==> config.mk <==
export PLATFORM = sky130hd
export DESIGN_NAME = uart_cmd_parser
export DESIGN_NICKNAME = d
export VERILOG_FILES = /design/src/rtl/uart_cmd_parser.sv
export SDC_FILE = /design/constraint.sdc
export NUM_CORES = 1
export LEC_CHECK = 0
export CORE_MARGIN = 1.5
export CORE_UTILIZATION = 35
export CTS_BUF_LIST = sky130_fd_sc_hd__clkbuf_8
export DETAILED_ROUTE_END_ITERATION = 8
export PLACE_DENSITY = 0.63
export SYNTH_ARGS = -nofsm -noshare
export SYNTH_HDL_FRONTEND = slang
export SYNTH_SLANG_ARGS = --single-unit
==> constraint.sdc <==
create_clock -name clk -period 4.25 [get_ports clk]
set_input_delay 0.6375 -clock clk [delete_from_list [all_inputs] [get_ports clk]]
set_output_delay 0.6375 -clock clk [all_outputs]
set_load 0.02 [all_outputs]
==> src/rtl/uart_cmd_parser.sv <==
// rtl/uart_cmd_parser.sv - UART byte-stream register-write frame parser; UART_CMD_CHK_EN adds a checksum byte
module uart_cmd_parser #(
    parameter int unsigned CLK           = 50_000_000,
    parameter int unsigned BPS           = 9600,
    parameter logic [7:0]  HEADER        = 8'hAA,
    parameter int unsigned TIMEOUT_BYTES = 3
) (
    input  logic        clk,
    input  logic        rst_n,
    input  logic [7:0]  din,
    input  logic        din_vld,
    output logic        wr_en,
    output logic [7:0]  wr_addr,
    output logic [15:0] wr_data,
    output logic        frm_err,
    output logic        busy
);

    localparam int unsigned TIMEOUT_CNT  = (CLK / BPS) * 10 * TIMEOUT_BYTES;
    localparam logic [23:0] TIMEOUT_LAST = 24'(TIMEOUT_CNT - 1);

    typedef enum logic [2:0] {
        S_IDLE,
        S_ADDR,
        S_DATH,
        S_DATL,
        S_CHK
    } state_t;

    state_t      state_q;
    logic [23:0] cnt_q;
    logic [23:0] cnt_d;
    logic [7:0]  addr_q;
    logic [7:0]  dh_q;
    logic        wr_en_q;
    logic [7:0]  wr_addr_q;
    logic [15:0] wr_data_q;
    logic        frm_err_q;
    logic        timeout;

`ifdef UART_CMD_CHK_EN
    logic [7:0]  dl_q;
    logic [7:0]  chk_sum;

    // 8-bit operands keep the sum modulo 256
    assign chk_sum = HEADER + addr_q + dh_q + dl_q;
`endif

    // A byte arriving on the expiry cycle takes priority over the timeout
    assign timeout = (state_q != S_IDLE) && !din_vld && (cnt_q == TIMEOUT_LAST);

    always_comb begin
        cnt_d = cnt_q + 24'd1;
        if (din_vld || (state_q == S_IDLE) || timeout) begin
            cnt_d = '0;
        end
    end

    always_ff @(posedge clk or negedge rst_n) begin
        if (!rst_n) begin
            state_q   <= S_IDLE;
            cnt_q     <= '0;
            addr_q    <= '0;
            dh_q      <= '0;
`ifdef UART_CMD_CHK_EN
            dl_q      <= '0;
`endif
            wr_en_q   <= 1'b0;
            wr_addr_q <= '0;
            wr_data_q <= '0;
            frm_err_q <= 1'b0;
        end else begin
            wr_en_q   <= 1'b0;
            frm_err_q <= 1'b0;
            cnt_q     <= cnt_d;
            if (timeout) begin
                state_q   <= S_IDLE;
                frm_err_q <= 1'b1;
            end else if (din_vld) begin
                case (state_q)
                    S_IDLE: begin
                        if (din == HEADER) begin
                            state_q <= S_ADDR;
                        end
                    end
                    S_ADDR: begin
                        addr_q  <= din;
                        state_q <= S_DATH;
                    end
                    S_DATH: begin
                        dh_q    <= din;
                        state_q <= S_DATL;
                    end
`ifdef UART_CMD_CHK_EN
                    S_DATL: begin
                        dl_q    <= din;
                        state_q <= S_CHK;
                    end
                    S_CHK: begin
                        if (din == chk_sum) begin
                            wr_en_q   <= 1'b1;
                            wr_addr_q <= addr_q;
                            wr_data_q <= {dh_q, dl_q};
                        end else begin
                            frm_err_q <= 1'b1;
                        end
                        state_q <= S_IDLE;
                    end
`else
                    S_DATL: begin
                        wr_en_q   <= 1'b1;
                        wr_addr_q <= addr_q;
                        wr_data_q <= {dh_q, din};
                        state_q   <= S_IDLE;
                    end
`endif
                    default: state_q <= S_IDLE;
                endcase
            end
        end
    end

    assign wr_en   = wr_en_q;
    assign wr_addr = wr_addr_q;
    assign wr_data = wr_data_q;
    assign frm_err = frm_err_q;
    assign busy    = (state_q != S_IDLE);

endmodule
==> impl_metrics.env, run 1 <==
export IMPL_peakVddDrop_mv=0.178
export IMPL_final_common_cell="dfrtp_1"
export IMPL_seqCellArea_mm2=0.00170
export IMPL_crit_top_cell="inv_1"
export IMPL_grt_total_usage_pct=13.9
export IMPL_setup_tns_ns=0
export IMPL_final_cell_mix="68 x dfrtp_1, 40 x mux2_2, 36 x clkdlybuf4s50_1"
export IMPL_slowest_stage="clkdlybuf4s50_1"
export IMPL_die_area_mm2=0.00916
export IMPL_required_ns=3.61
export IMPL_reg2regPathDepth=3
export IMPL_cts_tree="yes"
export IMPL_crit_path_end="busy"
export IMPL_placed_cells=371
export IMPL_drv_slew=0
export IMPL_cp_start_kind="flop"
export IMPL_worstPathMaxFanout=5
export IMPL_drt_wl_total_um=5660
export IMPL_synth_cell_types=38
export IMPL_drtIter0Drc=66
export IMPL_cp_slowest_stage_delay_ns=0.59
export IMPL_status="finished clean"
export IMPL_syn_area_per_cell_um2=12.7
export IMPL_root_buffer="clkbuf_8"
export IMPL_ant_nets=0
export IMPL_dpl_cell_area_mm2=0.00346
export IMPL_period_share_pct=57.0
export IMPL_instances_no_fill=387
export IMPL_cts_sinks=68
export IMPL_port_buffers=37
export IMPL_setup_viol=0
export IMPL_r2r_end="wr_addr[6]$_DFFE_PN0P_"
export IMPL_synthesis_area_mm2=0.00301
export IMPL_grt_pass1_wl_um=9580
export IMPL_first_global_vias=1944
export IMPL_ios=38
export IMPL_final_area_mm2=0.00363
export IMPL_end_kind="output pin"
export IMPL_htree_levels=3
export IMPL_vias=1998
export IMPL_slew_headroom_pct=29.5
export IMPL_initial_core_util_pct=36.4
export IMPL_ctsHoldBuffers=0
export IMPL_diodes=0
export IMPL_power_total_mw=2.27
export IMPL_die_w_um=95.7
export IMPL_grt_max_degree=41
export IMPL_path_clk_slew_ns=0.08
export IMPL_tightestPinTransition_ns=1.06
export IMPL_rsz0062_at_grt="no"
export IMPL_reg2reg_from="state_q[0]$_DFFE_PN0P_"
export IMPL_cts_resized=0
export IMPL_worstHoldPathType="input port to async pin"
export IMPL_worstSetupPathType="flop to output pin"
export IMPL_clk_latency_ns=0.35
export IMPL_syn_to_final_growth_pct=20.8
export IMPL_globalRouteOverflowTotal=0
export IMPL_ys_async_sr_fraction_pct=100
export IMPL_yosysWarnings=0
export IMPL_power_density_mw_per_mm2=624
export IMPL_drt_first_pass_iters=4
export IMPL_antenna_found_initial=0
export IMPL_critical_path_startpoint="state_q[0]$_DFFE_PN0P_"
export IMPL_place_gp_congestion=0.727
export IMPL_core_area_mm2=0.00826
export IMPL_syn_nets=253
export IMPL_row_count=33
export IMPL_crit_chain="inv_1 -> ha_1 -> inv_1 -> clkdlybuf4s50_1"
export IMPL_hold_violations=0
export IMPL_drive_gt1_share_pct=24.1
export IMPL_r2r_setup_slack_ns=2.29
export IMPL_cap_violations=0
export IMPL_worstPathArrival_ns=1.79
export IMPL_die_y_um=95.7
export IMPL_drt_wirelength_per_cell_um=14.6
export IMPL_ys_flop_type="dfrtp_1"
export IMPL_syn_inst=236
export IMPL_n_fill_cell=805
export IMPL_finClkSkew_ns=0.0152
export IMPL_path_depth=4
export IMPL_drc=0
export IMPL_power_leakage_nw=1.50
export IMPL_fin_nets=294
export IMPL_ys_ff_latch=68
export IMPL_postCtsSetupBuffers=0
export IMPL_cts_buffers=9
export IMPL_crit_buf_inv=3
export IMPL_path_delay_family="buffers and inverters"
export IMPL_dp_hpwl_um=3750
export IMPL_synth_edf_count=0
export IMPL_period_needed_ns=2.42
export IMPL_ys_seq_area_share_pct=56.6
export IMPL_fmax_mhz=413
export IMPL_cts_buffer_depth=2
export IMPL_via_per_inst=5.16
export IMPL_multi_input_area_mm2=0.00122
==> flip-flops by register name, indices dropped and copies added (netlist names) <==
| register | cells |
|---|---|
| cnt_q | 24 |
| frm_err | 1 |
| wr_data | 16 |
| state_q | 2 |
| dh_q | 8 |
| wr_addr | 8 |
| addr_q | 8 |
| wr_en | 1 |
==> synthesized netlist by cell type, types with 2 or more instances <==
| master | number | area (µm²) |
|---|---|---|
| mux2_2 | 40 | 450 |
| o221ai_1 | 2 | 17.5 |
| a21oi_2 | 2 | 17.5 |
| or4_4 | 2 | 22.5 |
| xor2_1 | 7 | 61.3 |
| and4_1 | 4 | 35.0 |
| nand2b_1 | 2 | 12.5 |
| nand3_1 | 8 | 40.0 |
| buf_2 | 2 | 10.0 |
| nor2_1 | 14 | 52.6 |
| nand2_1 | 9 | 33.8 |
| inv_1 | 7 | 26.3 |
| buf_6 | 3 | 33.8 |
| o21ai_0 | 6 | 30.0 |
| clkbuf_1 | 3 | 11.3 |
| dfrtp_1 | 68 | 1700 |
| o31ai_1 | 6 | 45.0 |
| nand4_1 | 5 | 31.3 |
| nor4_1 | 2 | 12.5 |
| or4_1 | 4 | 30.0 |
| ha_1 | 6 | 75.1 |
| a21oi_1 | 9 | 45.0 |
| nor4b_1 | 3 | 26.3 |
| xnor2_1 | 4 | 35.0 |
| or3_1 | 5 | 31.3 |
==> worst reg2reg max path, cell delays in order (launching register included) <==
cell	delay [ns]
dfrtp_1	0.42
ha_1	0.21
nand2_1	0.76
mux2_2	0.44
==> layout make-up <==
| cell class | instances | share of cell area [%] |
|---|---|---|
| inverter | 7 | 0.723 |
| clock buffer | 10 | 3.79 |
| timing repair buffer | 39 | 10.5 |
| multi-input combinational | 152 | 33.5 |
| tap | 105 | 3.62 |
| clock inverter | 6 | 1.10 |
| sequential | 68 | 46.8 |
==> metal layers <==
layer | routed length (µm) | track usage (%) | vias to the layer above
met5 | 0 | 0 | -
met2 | 2610 | 20.9 | 46
met1 | 2660 | 18.5 | 992
li1 | - | - | 950
met4 | 106 | 6.74 | 0
met3 | 280 | 3.59 | 10
==> cell families (layout without fill, tap and decap cells) <==
kind of cell | count (synthesis) | in the layout | synth area share, %
buffers and inverters | 16 | 62 | 2.95
xor gates and xnor gates | 11 | 11 | 3.20
and+or+nand+nor | 68 | 68 | 14.2
adders and majority gates | 6 | 6 | 2.50
AOI/OAI and AO/OA | 27 | 27 | 5.58
DFF | 68 | 68 | 56.6
muxes | 40 | 40 | 15.0
==> worst min path at each step <==
stage | start | endpoint | slack [ns]
after global routing | rst_n | wr_en$_DFF_PN0_ | 0.48
after CTS | rst_n | wr_en$_DFF_PN0_ | 0.43
after detailed placement | cnt_q[0]$_DFF_PN0_ | cnt_q[0]$_DFF_PN0_ | 0.47
after floorplan | rst_n | addr_q[0]$_DFFE_PN0P_ | 0.34
after global placement | cnt_q[0]$_DFF_PN0_ | cnt_q[0]$_DFF_PN0_ | 0.47
final | rst_n | wr_en$_DFF_PN0_ | 0.40
==> power breakdown <==
part / internal (mW) / switching, mW / leakage [nW]
registers: 0.862 / 0.111 / 0.863
logic: 0.440 / 0.381 / 0.548
clock network: 0.226 / 0.249 / 0.0920
total: 1.53 / 0.741 / 1.50
==> stage by stage <==
step                      hold WS (ns)  util (%)  setup WS (ns)
after global routing             0.478      44.0           1.71
after CTS                        0.433      44.0           1.81
after floorplan                  0.342         -           2.42
after detailed placement         0.473      41.8           1.62
final                            0.402      44.0           1.83
after global placement           0.469      41.8           1.67
(Power assumes the default switching activity.)
==> run 2, diff against run 1 <==
==> constraint.sdc (replaced) <==
create_clock -name clk -period 2.4 [get_ports clk]
set_input_delay 0.36 -clock clk [delete_from_list [all_inputs] [get_ports clk]]
set_output_delay 0.36 -clock clk [all_outputs]
set_load 0.02 [all_outputs]
==> impl_metrics.env, run 2 (synthesized netlist as in run 1, its figures left out) <==
export IMPL_drv_slew=0
export IMPL_die_w_um=95.7
export IMPL_grt_total_usage_pct=13.4
export IMPL_peakVddDrop_mv=0.373
export IMPL_period_share_pct=89.4
export IMPL_die_y_um=95.7
export IMPL_r2r_setup_slack_ns=0.49
export IMPL_seqCellArea_mm2=0.00170
export IMPL_globalRouteOverflowTotal=0
export IMPL_required_ns=2.04
export IMPL_die_area_mm2=0.00916
export IMPL_clk_latency_ns=0.34
export IMPL_regMostFlops="cnt_q"
export IMPL_cts_resized=0
export IMPL_final_cell_mix="68 x dfrtp_1, 40 x mux2_2, 36 x clkdlybuf4s50_1"
export IMPL_topRoutingLayerUsed="met4"
export IMPL_dr_wl_met2_um=2530
export IMPL_cts_buffer_depth=2
export IMPL_root_buffer="clkbuf_8"
export IMPL_hold_violations=0
export IMPL_final_common_cell="dfrtp_1"
export IMPL_cts_sinks=68
export IMPL_drive_gt1_share_pct=24.3
export IMPL_hold_ws_ns=0.411
export IMPL_htree_levels=3
export IMPL_drt_wirelength_per_cell_um=14.2
export IMPL_rsz0062_at_grt="no"
export IMPL_crit_top_cell="inv_1"
export IMPL_grt_max_degree=61
export IMPL_reg2regPathDepth=4
export IMPL_setup_tns_ns=0
export IMPL_ios=38
export IMPL_power_leakage_nw=1.55
export IMPL_drc=0
export IMPL_r2r_end="cnt_q[23]$_DFF_PN0_"
export IMPL_postCtsSetupBuffers=0
export IMPL_grt_pass1_wl_um=9260
export IMPL_first_global_vias=1984
export IMPL_finClkSkew_ns=0.00860
export IMPL_cts_buffers=9
export IMPL_instances_no_fill=389
export IMPL_initial_core_util_pct=36.4
export IMPL_cp_start_kind="flop"
export IMPL_power_density_mw_per_mm2=1170
export IMPL_worstSetupPathType="flop to output pin"
export IMPL_worstPathMaxFanout=5
export IMPL_cap_violations=0
export IMPL_dp_hpwl_um=3680
export IMPL_core_area_mm2=0.00826
export IMPL_drt_wl_total_um=5540
export IMPL_largest_reg_flops=24
export IMPL_met1_length_um=2630
export IMPL_row_count=33
export IMPL_status="finished clean"
export IMPL_ant_nets=0
export IMPL_crit_chain="inv_1 -> ha_1 -> inv_1 -> clkdlybuf4s50_1"
export IMPL_worstHoldPathType="input port to async pin"
export IMPL_end_kind="output pin"
export IMPL_fmax_mhz=466
export IMPL_drtIter0Drc=34
export IMPL_syn_to_final_growth_pct=24.5
export IMPL_tightestPinTransition_ns=0.502
export IMPL_antenna_found_initial=0
export IMPL_path_clk_slew_ns=0.08
export IMPL_n_fill_cell=783
export IMPL_period_needed_ns=2.15
export IMPL_worstPathArrival_ns=1.79
export IMPL_vias=1979
export IMPL_slowest_stage="clkdlybuf4s50_1"
export IMPL_wl_met3_um=256
export IMPL_cp_slowest_stage_delay_ns=0.59
export IMPL_reg2reg_from="cnt_q[5]$_DFF_PN0_"
export IMPL_multi_input_area_mm2=0.00122
export IMPL_diodes=0
export IMPL_placed_cells=372
export IMPL_port_buffers=37
export IMPL_drt_first_pass_iters=4
export IMPL_cts_tree="yes"
export IMPL_via_per_inst=5.09
export IMPL_setup_viol=0
export IMPL_fin_nets=296
export IMPL_slew_headroom_pct=66.4
export IMPL_place_gp_congestion=0.725
export IMPL_power_total_mw=4.37
run 2: cell types whose count changed in the layout (fill, tap and decap cells not counted):
cell,previous run,this run
bufinv_16,0,3
clkinv_2,3,0
clkinv_4,2,0
buf_12,0,1
clkbuf_8,10,11
dlygate4sd3_1,0,1
inv_6,0,1
run 2: how the worst max path moves through the flow:
stage                             endpoint  cells past startpoint  slack, ns              startpoint
detailed placement  state_q[0]$_DFFE_PN0P_                      4       0.27                  din[3]
global route                          busy                      4       0.14  state_q[0]$_DFFE_PN0P_
finish                                busy                      4       0.25  state_q[0]$_DFFE_PN0P_
floorplan              cnt_q[22]$_DFF_PN0_                      6       0.74      cnt_q[0]$_DFF_PN0_
CTS                                   busy                      4       0.23  state_q[0]$_DFFE_PN0P_
global placement    state_q[0]$_DFFE_PN0P_                      4       0.32                  din[3]
run 2: power breakdown:
group          total [mW]  internal [mW]  switching, mW
logic                1.47          0.784          0.685
clock network        1.19          0.751          0.437
registers            1.72           1.53          0.192
run 2: routing by layer:
metal  GRT usage [%]  vias to the layer above
met5               0                        -
met4            7.35                        0
met3            3.19                       12
met2            21.4                       47
met1            16.5                      980
li1                -                      940
run 2: timing repair:
action / in CTS / in global routing
setup endpoints to repair: 0 / 0
hold buffers: 1 / 0
hold endpoints to repair: 8 / 0
run 2: metrics by stage:
| step | setup WS [ns] | util, % | instance area, µm² |
|---|---|---|---|
| 6_report | 0.254 | 45.3 | 3740 |
| 5_1_grt | 0.137 | 45.3 | 3740 |
| 4_1_cts | 0.226 | 45.3 | 3740 |
| 3_5_place_dp | 0.275 | 42.1 | 3480 |
| 3_3_place_gp | 0.324 | 42.1 | 3480 |
| 2_1_floorplan | 0.741 | - | 3010 |
run 2: final cells by class:
cell class	instances	area share [%]
flip-flops and latches	68	45.5
repair buffers	41	11.0
clock buffers	11	4.04
inverters	7	0.702
well taps	105	3.51
clock inverters	5	2.84
multi-input cells	152	32.5
run 2: critical path, delay by kind of cell (launching register included):
family	cells	cell delay, ns
fa+ha+maj	1	0.27
buf+inv	3	0.77
flops	1	0.41
